### config.mk
export PLATFORM = sky130hd
export DESIGN_NAME = rgmii_tx_encoder_flat
export DESIGN_NICKNAME = d
export VERILOG_FILES = /design/src/rtl/rgmii_tx_encoder_if.sv /design/src/rtl/rgmii_tx_encoder.sv /design/src/flat_wrapper.sv
export SDC_FILE = /design/constraint.sdc
export NUM_CORES = 1
export LEC_CHECK = 0
export ABC_AREA = 1
export CORE_MARGIN = 2
export CORE_UTILIZATION = 48
export CTS_CLUSTER_DIAMETER = 150
export CTS_CLUSTER_SIZE = 10
export DETAILED_ROUTE_END_ITERATION = 7
export PLACE_DENSITY = 0.89
export SETUP_SLACK_MARGIN = 0.2
export SLEW_MARGIN = 15
export SYNTH_ARGS = -nofsm -noshare
export SYNTH_HDL_FRONTEND = slang
export SYNTH_SLANG_ARGS = --single-unit
### constraint.sdc
create_clock -name clk -period 1.6 [get_ports clk]
set_input_delay 0.16 -clock clk [delete_from_list [all_inputs] [get_ports clk]]
set_output_delay 0.16 -clock clk [all_outputs]
set_load 0.02 [all_outputs]
### src/rtl/rgmii_tx_encoder_if.sv
// rgmii_tx_encoder_if
// Byte-stream handshake between a frame source and the RGMII TX encoder.
//   tdata  : frame byte
//   tvalid : byte valid
//   tlast  : last byte of frame
//   tuser  : byte carries a tx error
//   tready : byte accepted when tvalid & tready
// Modports: master (source side), slave (encoder side).
interface rgmii_tx_encoder_if;
    logic [7:0] tdata;
    logic       tvalid;
    logic       tlast;
    logic       tuser;
    logic       tready;

    modport master (output tdata, output tvalid, output tlast, output tuser, input tready);
    modport slave  (input tdata, input tvalid, input tlast, input tuser, output tready);
endinterface

### src/rtl/rgmii_tx_encoder.sv
// rgmii_tx_encoder
// Turns a byte stream into RGMII rise/fall nibble pairs for an external ODDR stage.
// All RGMII outputs are registered: a byte's nibbles appear the cycle after its slot begins.
// Ports:
//   clk              : single clock (125/25/2.5 MHz by link speed)
//   reset_n          : synchronous, active-low reset
//   link_speed       : 00 = 1G, 01 = 100M, 10 = 10M, 11 = 1G; sampled on a frame's first byte
//   s_tx             : byte stream (slave modport of rgmii_tx_encoder_if)
//   rgmii_txd_rise   : nibble for the rising edge
//   rgmii_txd_fall   : nibble for the falling edge
//   rgmii_txctl_rise : TX_EN
//   rgmii_txctl_fall : TX_EN xor TX_ER
// Build option:
//   RGMII_TX_IFG_EN  : when defined, a 12 byte-time inter-frame gap is enforced after tlast;
//                      when undefined, the encoder returns straight to idle and upstream
//                      owns gap insertion.
module rgmii_tx_encoder (
    input  logic              clk,
    input  logic              reset_n,
    input  logic [1:0]        link_speed,
    rgmii_tx_encoder_if.slave s_tx,
    output logic [3:0]        rgmii_txd_rise,
    output logic [3:0]        rgmii_txd_fall,
    output logic              rgmii_txctl_rise,
    output logic              rgmii_txctl_fall
);

    typedef enum logic [1:0] {
        StIdle = 2'd0,
        StTxLo = 2'd1,
`ifdef RGMII_TX_IFG_EN
        StTxHi = 2'd2,
        StIfg  = 2'd3
`else
        StTxHi = 2'd2
`endif
    } state_e;

    state_e     r_state;
    logic       r_tready;
    logic       r_slow;      // frame runs at 10/100 (two cycles per byte)
    logic [3:0] r_hi_nib;    // upper nibble still owed at 10/100
    logic       r_user;
    logic       r_last;
    logic [3:0] r_txd_rise;
    logic [3:0] r_txd_fall;
    logic       r_txctl_rise;
    logic       r_txctl_fall;
`ifdef RGMII_TX_IFG_EN
    logic [4:0] r_ifg_cnt;
`endif

    logic w_accept;
    logic w_slow;

    assign w_accept = s_tx.tvalid & r_tready;
    // Speed comes from the pin only when a frame starts; afterwards the latched value rules.
    assign w_slow   = (r_state == StIdle) ? (link_speed == 2'b01 || link_speed == 2'b10)
                                          : r_slow;

    always_ff @(posedge clk) begin
        if (!reset_n) begin
            r_state      <= StIdle;
            r_tready     <= 1'b0;
            r_slow       <= 1'b0;
            r_hi_nib     <= 4'd0;
            r_user       <= 1'b0;
            r_last       <= 1'b0;
            r_txd_rise   <= 4'd0;
            r_txd_fall   <= 4'd0;
            r_txctl_rise <= 1'b0;
            r_txctl_fall <= 1'b0;
`ifdef RGMII_TX_IFG_EN
            r_ifg_cnt    <= 5'd0;
`endif
        end else begin
            // Wire idles unless a branch below drives a slot.
            r_txd_rise   <= 4'd0;
            r_txd_fall   <= 4'd0;
            r_txctl_rise <= 1'b0;
            r_txctl_fall <= 1'b0;
            unique case (r_state)
                StIdle, StTxHi: begin
                    if (w_accept) begin
                        r_slow       <= w_slow;
                        r_hi_nib     <= s_tx.tdata[7:4];
                        r_user       <= s_tx.tuser;
                        r_last       <= s_tx.tlast;
                        r_txd_rise   <= s_tx.tdata[3:0];
                        r_txctl_rise <= 1'b1;
                        r_txctl_fall <= ~s_tx.tuser;
                        if (w_slow) begin
                            r_txd_fall <= s_tx.tdata[3:0];
                            r_state    <= StTxLo;
                            r_tready   <= 1'b0;
                        end else begin
                            r_txd_fall <= s_tx.tdata[7:4];
                            if (s_tx.tlast) begin
`ifdef RGMII_TX_IFG_EN
                                r_state   <= StIfg;
                                r_tready  <= 1'b0;
                                r_ifg_cnt <= 5'd11;
`else
                                r_state   <= StIdle;
                                r_tready  <= 1'b1;
`endif
                            end else begin
                                r_state  <= StTxHi;
                                r_tready <= 1'b1;
                            end
                        end
                    end else if (r_state == StTxHi) begin
                        // Underrun: error slot (TX_EN=1, TX_ER=1, data 0), frame stays open.
                        r_txctl_rise <= 1'b1;
                        r_txctl_fall <= 1'b0;
                        if (r_slow) begin
                            // Second nibble of the error slot is emitted from StTxLo.
                            r_hi_nib <= 4'd0;
                            r_user   <= 1'b1;
                            r_last   <= 1'b0;
                            r_state  <= StTxLo;
                            r_tready <= 1'b0;
                        end
                    end else begin
                        r_tready <= 1'b1;
                    end
                end
                StTxLo: begin
                    r_txd_rise   <= r_hi_nib;
                    r_txd_fall   <= r_hi_nib;
                    r_txctl_rise <= 1'b1;
                    r_txctl_fall <= ~r_user;
                    if (r_last) begin
`ifdef RGMII_TX_IFG_EN
                        r_state   <= StIfg;
                        r_tready  <= 1'b0;
                        r_ifg_cnt <= 5'd23;
`else
                        r_state   <= StIdle;
                        r_tready  <= 1'b1;
`endif
                    end else begin
                        r_state  <= StTxHi;
                        r_tready <= 1'b1;
                    end
                end
`ifdef RGMII_TX_IFG_EN
                StIfg: begin
                    if (r_ifg_cnt == 5'd0) begin
                        r_state  <= StIdle;
                        r_tready <= 1'b1;
                    end else begin
                        r_ifg_cnt <= r_ifg_cnt - 5'd1;
                    end
                end
`endif
                default: begin
                    r_state  <= StIdle;
                    r_tready <= 1'b1;
                end
            endcase
        end
    end

    assign s_tx.tready      = r_tready;
    assign rgmii_txd_rise   = r_txd_rise;
    assign rgmii_txd_fall   = r_txd_fall;
    assign rgmii_txctl_rise = r_txctl_rise;
    assign rgmii_txctl_fall = r_txctl_fall;

endmodule
### src/flat_wrapper.sv
// flat-port wrapper written by rule: the top's interface ports become plain ports
module rgmii_tx_encoder_flat 
  (clk, reset_n, link_speed, rgmii_txd_rise, rgmii_txd_fall, rgmii_txctl_rise, rgmii_txctl_fall, s_tx_tdata, s_tx_tvalid, s_tx_tlast, s_tx_tuser, s_tx_tready);
  rgmii_tx_encoder_if s_tx_i ();
  input  logic clk;
  input  logic reset_n;
  input  logic [1:0] link_speed;
  output logic [3:0] rgmii_txd_rise;
  output logic [3:0] rgmii_txd_fall;
  output logic rgmii_txctl_rise;
  output logic rgmii_txctl_fall;
  input wire logic [$bits(s_tx_i.tdata)-1:0] s_tx_tdata;
  input wire logic [$bits(s_tx_i.tvalid)-1:0] s_tx_tvalid;
  input wire logic [$bits(s_tx_i.tlast)-1:0] s_tx_tlast;
  input wire logic [$bits(s_tx_i.tuser)-1:0] s_tx_tuser;
  output wire logic [$bits(s_tx_i.tready)-1:0] s_tx_tready;
  assign s_tx_i.tdata = s_tx_tdata;
  assign s_tx_i.tvalid = s_tx_tvalid;
  assign s_tx_i.tlast = s_tx_tlast;
  assign s_tx_i.tuser = s_tx_tuser;
  assign s_tx_tready = s_tx_i.tready;
  rgmii_tx_encoder u_core (.clk(clk), .reset_n(reset_n), .link_speed(link_speed), .s_tx(s_tx_i), .rgmii_txd_rise(rgmii_txd_rise), .rgmii_txd_fall(rgmii_txd_fall), .rgmii_txctl_rise(rgmii_txctl_rise), .rgmii_txctl_fall(rgmii_txctl_fall));
endmodule
==> results of run 1 <==
## registers in the layout, summed over array words and instances, names as in the netlist
register                 cells
u_core.rgmii_txd_fall        4
u_core.r_user                1
u_core.r_hi_nib              4
u_core.r_slow                1
u_core.rgmii_txctl_rise      1
u_core.rgmii_txctl_fall      1
u_core.r_state               2
u_core.r_last                1
u_core.s_tx.tready           1
u_core.rgmii_txd_rise        4
## worst min path at each step
stage	start	endpoint	slack (ns)	cells past startpoint
CTS	s_tx_tlast	u_core.r_last	0.44	3
floorplan	reset_n	u_core.r_state[1]	0.26	2
detailed placement	u_core.r_last	u_core.r_last	0.45	2
finish	s_tx_tlast	u_core.r_last	0.44	3
global route	s_tx_tdata[3]	u_core.rgmii_txd_rise[3]	0.46	3
global placement	u_core.r_last	u_core.r_last	0.45	2
## cell families after synthesis
group,count (synthesis),synth area share (%)
and+or+nand+nor,61,33.3
DFF,20,47.6
AOI/OAI and AO/OA,20,12.2
buffers and inverters,15,6.84
## cell type report
type                    instances  area [um2]  share of cell area (%)
clock buffers                   3        22.5                    1.89
clock inverters                 1        30.0                    2.52
inverters                      14        52.6                    4.41
multi-input cells              81         383                    32.1
flip-flops and latches         20         400                    33.6
well taps                      17        21.3                    1.79
repair buffers                 26         282                    23.6
## per-layer routing
metal | global-route usage (%) | share of wire, %
met5 | 0 | 0
met2 | 40.8 | 50
met4 | 13.7 | 3.4
met3 | 3.17 | 6.5
met1 | 20.9 | 40
## worst max-delay path, delay by kind of cell (launching register included)
kind	cells	cell delay [ns]
compound gates	2	0.18
buf+inv	3	0.30
flops	1	0.45
simple gates	2	0.24
## report_power, final
part	switching (mW)	internal [mW]
logic	0.131	0.0964
clock network	0.160	0.253
registers	0.0172	0.528
total	0.308	0.877
## stage by stage
| stage | cells | setup slack (ns) | hold slack [ns] | util [%] |
|---|---|---|---|---|
| floorplan | 116 | 0.432 | 0.258 | - |
| global placement | 158 | 0.250 | 0.448 | 66.0 |
| detailed placement | 158 | 0.170 | 0.451 | 66.0 |
| CTS | 162 | 0.204 | 0.443 | 69.0 |
| global route | 162 | 0.221 | 0.464 | 70.5 |
| finish | 162 | 0.330 | 0.441 | 70.5 |
## what timing repair did
action | CTS | global route
gates resized for setup | 1 | 11
pin swaps | 0 | 0
endpoints found under the setup margin | 1 | 15
hold endpoints to repair | 0 | 0
## cell usage in the layout, fill, tap and decap left out, drive strengths merged
cell	instances
a21oi	15
buf	1
bufinv	1
clkbuf	3
clkdlybuf4s50	14
clkinv	1
dfxtp	20
dlygate4sd2	1
dlymetal6s2s	10
inv	13
nand2	33
nand3	17
nand3b	1
nor2	8
nor3	1
o211ai	1
o21ai	4
or2	1
==> flow_summary.yaml, run 1 <==
place:
  port_buffers: 25
  place_area_mm2: 0.00111
  dp_hpwl_um: 1530
  finalWeightedCongestion: 0.934
logic_synthesis:
  synth_cell_types: 19
  synth_most_common_cell: "nand2_1"
  yosysSeqAreaShare_pct: 47.6
  ys_seq_elements: 20
  syn-cell-area_um2: 841
  yosys-top-cells-area: "dfxtp_1 (48%), nand2_1 (14%), nand3_1 (9.5%), a21oi_1 (8.9%), inv_1 (4.5%)"
  async_flop_share_pct: 0
  syn_area_per_cell_um2: 7.25
  synth_top_area_share_pct: 47.6
  synth_common_cells: "nand2_1 (31), dfxtp_1 (20), nand3_1 (16)"
  yosys_warnings: 0
  synth.largest_area_cell: "dfxtp_1"
  synth_cells: 116
  ys_dominant_reg_cell: "dfxtp_1"
  syn-num-nets: 131
  synth_edf_count: 0
clock_tree:
  cts_post_setup_buffers_inserted: 0
  cts.htree.levels: 1
  cts.clk_slew.worst_paths_ns: 0.12
  cts_hold_buf: 0
  cts_buffers: 3
  cts_buffer_depth: 2
  clock-sinks: 20
  cts_tree: "done"
  clockRootBuffer: "clkbuf_4"
  insertion_delay_ns: 0.31
min_path:
  min_path_type: "in -> reg"
final_layout:
  num_antenna_cells: 0
  finalNetCount: 161
  syn2layout_area_growth_pct: 41.7
  drive_above_1_share_pct: 9.66
  fillCellCount: 134
  finish.instance_area_mm2: 0.00119
timing:
  fin_crit_sh_pct: 79.4
  max_slew_margin_pct: 71.8
  tns_ns: 0
  report.final.setup_viol: 0
  maxSlewViolCount: 0
  fmax_mhz: 787
  hold_viol_final: 0
  period_minus_slack_ns: 1.27
  rsz0062_at_grt: "false"
  tightest_slew_ns: 0.420
  clock-skew-final_ns: 0.0117
floorplan:
  start_util_pct: 49.8
  die_w_um: 45.9
  pin_count: 26
  row_count: 15
  dieHeight_um: 45.9
  dieArea_mm2: 0.00210
  coreArea_mm2: 0.00169
route:
  drcViolationCount: 0
  drtIter0Drc: 18
  ant_nets: 0
  avgRoutedWirePerCell_um: 12.5
  routed_wl_um: 2020
  via_per_inst: 5.48
  vias: 888
  firstDrtPassIters: 8
critical_path:
  required_ns: 1.81
  path_cells: "inv_1 > o21ai_1 > inv_1 > nor2_2 > inv_1 > nand2_1 > a21oi_1"
  reg2reg_to: "u_core.r_hi_nib[1]"
  r2r-start: "u_core.r_state[1]"
  crit_slowest_cell: "dfxtp_1"
  cpMostUsedCell: "inv_1"
  cp_max_fo: 5
  crit_end: "u_core.r_hi_nib[1]"
  crit_type: "reg -> reg"
  cp-start-kind: "flop"
  critPathMaxStageDelay_ns: 0.45
  worst_setup_path_end_kind: "flop"
  r2r_cells: 7
  reg2reg_slack_ns: 0.33
  setup.worst_path.start: "u_core.r_state[1]"
  critPathArrivalTime_ns: 1.48
power:
  p_per_area_mw_per_mm2: 995
  p_total_mw: 1.19
  leakagePower_nw: 0.671
  ir_drop_uv: 617
global_routing:
  grt_overflow: 0
  first_global_vias: 861
  grtUsageTotal_pct: 21.5
  grt_start_max_net_pins: 13
  antenna_found_initial: 0
  grt_pass1_wl_um: 3220
status:
  outcome: "finished clean"
job:
  maxCapViolCount: 0
Note: power is estimated with default switching activity, not from simulation.
==> run 2, diff against run 1 <==
CORE_UTILIZATION = 44   (was 48)
PLACE_DENSITY = 0.83   (was 0.89)
clock period = 1.35 ns   (was 1.6 ns; I/O delays follow)
==> run 2 against run 1 <==
Against the previous run:
- clock power is 19% lower
- global-route usage is 0.29 points lower
- non-clock buffer count is 6 higher
- register-to-register slack worse by 0.15 ns
- via count is 4.5% higher
- sequential cell count stayed put
- clock-buffer cell count is 1 higher
- critical endpoint is now u_core.rgmii_txd_fall[0]
- largest power group unchanged
==> flow_summary.yaml, run 2 (synthesis gave the netlist of run 1 again) <==
final_layout:
  drive_above_1_share_pct: 19.2
  layout_commonest_cell: "nand2_1"
  fin_util_pct: 70.3
  num_antenna_cells: 0
  finalNetCount: 167
  syn2layout_area_growth_pct: 47.5
  finish.instance_area_mm2: 0.00124
  fin_cells: 176
  layout_common_cells: "nand2_1 (30), dfxtp_1 (16), nand3_1 (15)"
place:
  port_buffers: 25
  place_area_mm2: 0.00115
  dp_hpwl_um: 1560
  place_ws_ns: 0.0137
  dp.cells: 169
  finalWeightedCongestion: 0.924
floorplan:
  row_count: 15
  dieArea_mm2: 0.00228
  coreArea_mm2: 0.00176
  start_util_pct: 47.7
  die_w_um: 47.7
  pin_count: 26
  dieHeight_um: 47.7
timing:
  hold_viol_final: 0
  worst_slack_ns: 0.179
  maxSlewViolCount: 0
  fin_crit_sh_pct: 86.7
  tightest_slew_ns: 0.392
  tns_ns: 0
  fmax_mhz: 854
  period_minus_slack_ns: 1.17
  max_slew_margin_pct: 73.7
  report.final.setup_viol: 0
  clock-skew-final_ns: 0.00126
  holdWs_ns: 0.436
  rsz0062_at_grt: "true"
clock_tree:
  clockRootBuffer: "clkbuf_4"
  cts.htree.levels: 1
  clock-sinks: 20
  cts_buffers: 3
  insertion_delay_ns: 0.29
  cts_tree: "done"
  cts_buffer_depth: 2
  cts.clk_slew.worst_paths_ns: 0.10
  cts_hold_buf: 0
critical_path:
  critPathArrivalTime_ns: 1.39
  cp-start-kind: "flop"
  crit_type: "reg -> reg"
  required_ns: 1.57
  worst_setup_path_end_kind: "flop"
  cp_max_fo: 5
route:
  drtIter0Drc: 50
  avgRoutedWirePerCell_um: 12.0
  via_per_inst: 5.27
  ant_nets: 0
  routed_wl_um: 2110
  drcViolationCount: 0
  firstDrtPassIters: 4
  vias: 928
global_routing:
  antenna_found_initial: 0
  grt_start_max_net_pins: 13
  first_global_vias: 856
  grt_overflow: 0
  grt_pass1_wl_um: 3440
  grtUsageTotal_pct: 21.2
power:
  ir_drop_uv: 749
  p_total_mw: 1.29
  p_per_area_mw_per_mm2: 1040
  leakagePower_nw: 0.572
min_path:
  min_path_type: "in -> reg"
status:
  outcome: "finished clean"
job:
  maxCapViolCount: 0
## run 2: what timing repair did
| item | in CTS | in global routing |
|---|---|---|
| setup buffers | 1 | 2 |
| pin swaps | 1 | 4 |
| gates resized for setup | 19 | 12 |
| endpoints found under the setup margin | 29 | 16 |
## run 2: layout make-up
class	count	area, um2
clock buffers	4	36.3
multi-input cells	81	414
flip-flops and latches	20	413
fillers	161	524
inverters	14	52.6
well taps	25	31.3
repair buffers	32	293
## run 2: critical path, cell delays in order (launching register included)
cell     delay, ns
dfxtp_4       0.38
nor2_4        0.16
inv_2         0.08
nand2_4       0.09
nand3_1       0.08
nand2_1       0.06
nand3_1       0.08
a21oi_1       0.16
## run 2: metal layers
layer / wire length, um / up-vias / track usage, %
met5: 0 / - / 0
met2: 1010 / 59 / 37.6
met4: 55 / 0 / 8.11
met1: 880 / 412 / 25.2
li1: - / 447 / -
met3: 163 / 10 / 3.77
## run 2: power breakdown
part           internal [mW]  switching, mW  total, mW
registers              0.625         0.0240      0.649
clock network          0.164          0.171      0.336
logic                  0.132          0.170      0.302
total                  0.922          0.365       1.29
## run 2: path summary, 6_finish.rpt
check                                        start                       end  slack (ns)  cells after the start
worst max-delay path             u_core.r_state[0]  u_core.rgmii_txd_fall[0]        0.18                      7
worst min-delay path                 s_tx_tdata[1]  u_core.rgmii_txd_rise[1]        0.44                      3
worst max register to register   u_core.r_state[0]  u_core.rgmii_txd_fall[0]        0.18                      7
worst min register to register  u_core.r_hi_nib[0]        u_core.r_hi_nib[0]        0.47                      2
==> run 3, diff against run 2 <==
SETUP_SLACK_MARGIN = unset   (was 0.2)
==> run 3 against run 2 <==
Against the previous run:
- sequential share of layout area grew 0.068 points
- register-to-register slack lost 0.08 ns
- cell count shrank 1.1%
- via count shrank 6.3%
- design area shrank 3.2%
- first-iteration DRC count shrank 76%
- clock skew grew 0.00065 ns
- routed wire length shrank 2.7%
- maximum frequency shrank 6.6%
- combinational power shrank 8.9%
- power shrank 2.3%
==> flow_summary.yaml, run 3 (synthesis gave the netlist of run 1 again) <==
status:
  outcome: "finished clean"
route:
  ant_nets: 0
  avgRoutedWirePerCell_um: 11.8
  drtIter0Drc: 12
  drcViolationCount: 0
  firstDrtPassIters: 4
  via_per_inst: 5.00
  vias: 870
  routed_wl_um: 2050
timing:
  report.final.setup_viol: 0
  period_minus_slack_ns: 1.25
  holdWs_ns: 0.426
  max_slew_margin_pct: 83.2
  fmax_mhz: 797
  hold_viol_final: 0
  rsz0062_at_grt: "true"
  fin_crit_sh_pct: 92.9
  maxSlewViolCount: 0
  tns_ns: 0
  clock-skew-final_ns: 0.00191
  tightest_slew_ns: 0.250
clock_tree:
  cts_buffers: 3
  cts_tree: "done"
  cts_post_setup_buffers_inserted: 0
  cts_buffer_depth: 2
  cts.htree.levels: 1
  cts.clk_slew.worst_paths_ns: 0.11
  insertion_delay_ns: 0.29
  clockRootBuffer: "clkbuf_4"
  clock-sinks: 20
  cts_hold_buf: 0
place:
  place_area_mm2: 0.00115
  dp_hpwl_um: 1640
  finalWeightedCongestion: 0.900
  port_buffers: 25
  dp.cells: 170
critical_path:
  cp-start-kind: "flop"
  worst_setup_path_end_kind: "flop"
  required_ns: 1.54
  reg2reg_to: "u_core.r_hi_nib[0]"
  r2r_cells: 7
  cp_max_fo: 5
  r2r-start: "u_core.r_state[1]"
  critPathArrivalTime_ns: 1.44
  crit_type: "reg -> reg"
  reg2reg_slack_ns: 0.1
floorplan:
  row_count: 15
  start_util_pct: 47.7
  dieHeight_um: 47.7
  coreArea_mm2: 0.00176
  dieArea_mm2: 0.00228
  pin_count: 26
  die_w_um: 47.7
power:
  p_per_area_mw_per_mm2: 1050
  ir_drop_uv: 571
  leakagePower_nw: 0.632
final_layout:
  fin_cells: 174
  layout_common_cells: "nand2_1 (31), dfxtp_1 (20), nand3_1 (16)"
  num_antenna_cells: 0
  fillCellCount: 168
  final-seq-area_um2: 400
  syn2layout_area_growth_pct: 42.7
  multi_input_area_um2: 383
  fin_util_pct: 68.0
  finish.instance_area_mm2: 0.00120
  drive_above_1_share_pct: 12.1
  finalNetCount: 165
  layout_commonest_cell: "nand2_1"
global_routing:
  grt_start_max_net_pins: 12
  grtUsageTotal_pct: 21.1
  antenna_found_initial: 0
  grt_overflow: 0
  grt_pass1_wl_um: 3300
  first_global_vias: 809
min_path:
  hold_depth: 3
  hp-start: "s_tx_tdata[2]"
  whs_endpoint: "u_core.rgmii_txd_rise[2]"
  min_path_type: "in -> reg"
job:
  maxCapViolCount: 0
-- run 3: cell types whose count changed in the layout (fill, tap and decap cells not counted), moves of 3 or more --
cell / previous run / this run
clkdlybuf4s15_1: 3 / 0
dlymetal6s2s_1: 0 / 6
dlygate4sd2_1: 8 / 5
dfxtp_1: 16 / 20
dfxtp_4: 3 / 0
-- run 3: where the power goes --
| group | switching [mW] | internal, mW | leakage, nW |
|---|---|---|---|
| combinational | 0.156 | 0.120 | 0.448 |
| sequential | 0.0204 | 0.625 | 0.163 |
| clock | 0.172 | 0.164 | 0.0210 |
-- run 3: worst max-delay path: stages, from the launching register on --
cell and delay [ns]:
dfxtp_1 0.47, inv_1 0.09, o21ai_1 0.14, inv_1 0.08, nor2_2 0.14, inv_1 0.11
nand2_1 0.07, a21oi_1 0.05
-- run 3: layout make-up --
cell class,instances,area share (%)
clock buffer,4,3.02
inverter,14,4.38
multi-input combinational,81,31.9
sequential,20,33.4
tap,25,2.61
timing repair buffer,30,24.7
-- run 3: worst max path at each step --
stage	from	to	slack, ns	cells past startpoint
floorplan	u_core.s_tx.tready	u_core.r_hi_nib[0]	0.18	5
global placement	s_tx_tvalid	u_core.r_hi_nib[1]	0.05	8
detailed placement	link_speed[1]	u_core.r_state[1]	-0.007	9
CTS	u_core.rgmii_txd_rise[1]	rgmii_txd_rise[1]	0.0001	1
global route	u_core.r_state[0]	u_core.r_state[1]	-0.04	8
finish	u_core.r_state[1]	u_core.r_hi_nib[0]	0.1	7
-- run 3: stage by stage --
step / power (mW) / setup slack [ns]
finish: 1.26 / 0.0959
global route: 1.33 / -0.0369
CTS: 1.27 / 0.000129
detailed placement: 0.942 / -0.00662
global placement: 0.936 / 0.0461
floorplan: 0.813 / 0.182
-- run 3: layer usage --
layer	part of all wire [%]	vias to the layer above	global-route usage (%)
li1	-	445	-
met1	42	391	23.0
met2	51	30	39.5
met3	5.9	4	3.77
met4	1.5	0	8.65
met5	0	-	0
-- run 3: timing repair --
action                                  CTS  global route
pin swaps                                 0             0
gates resized for setup                   5             6
endpoints found under the setup margin    5            12
endpoints found under the hold margin     0             0
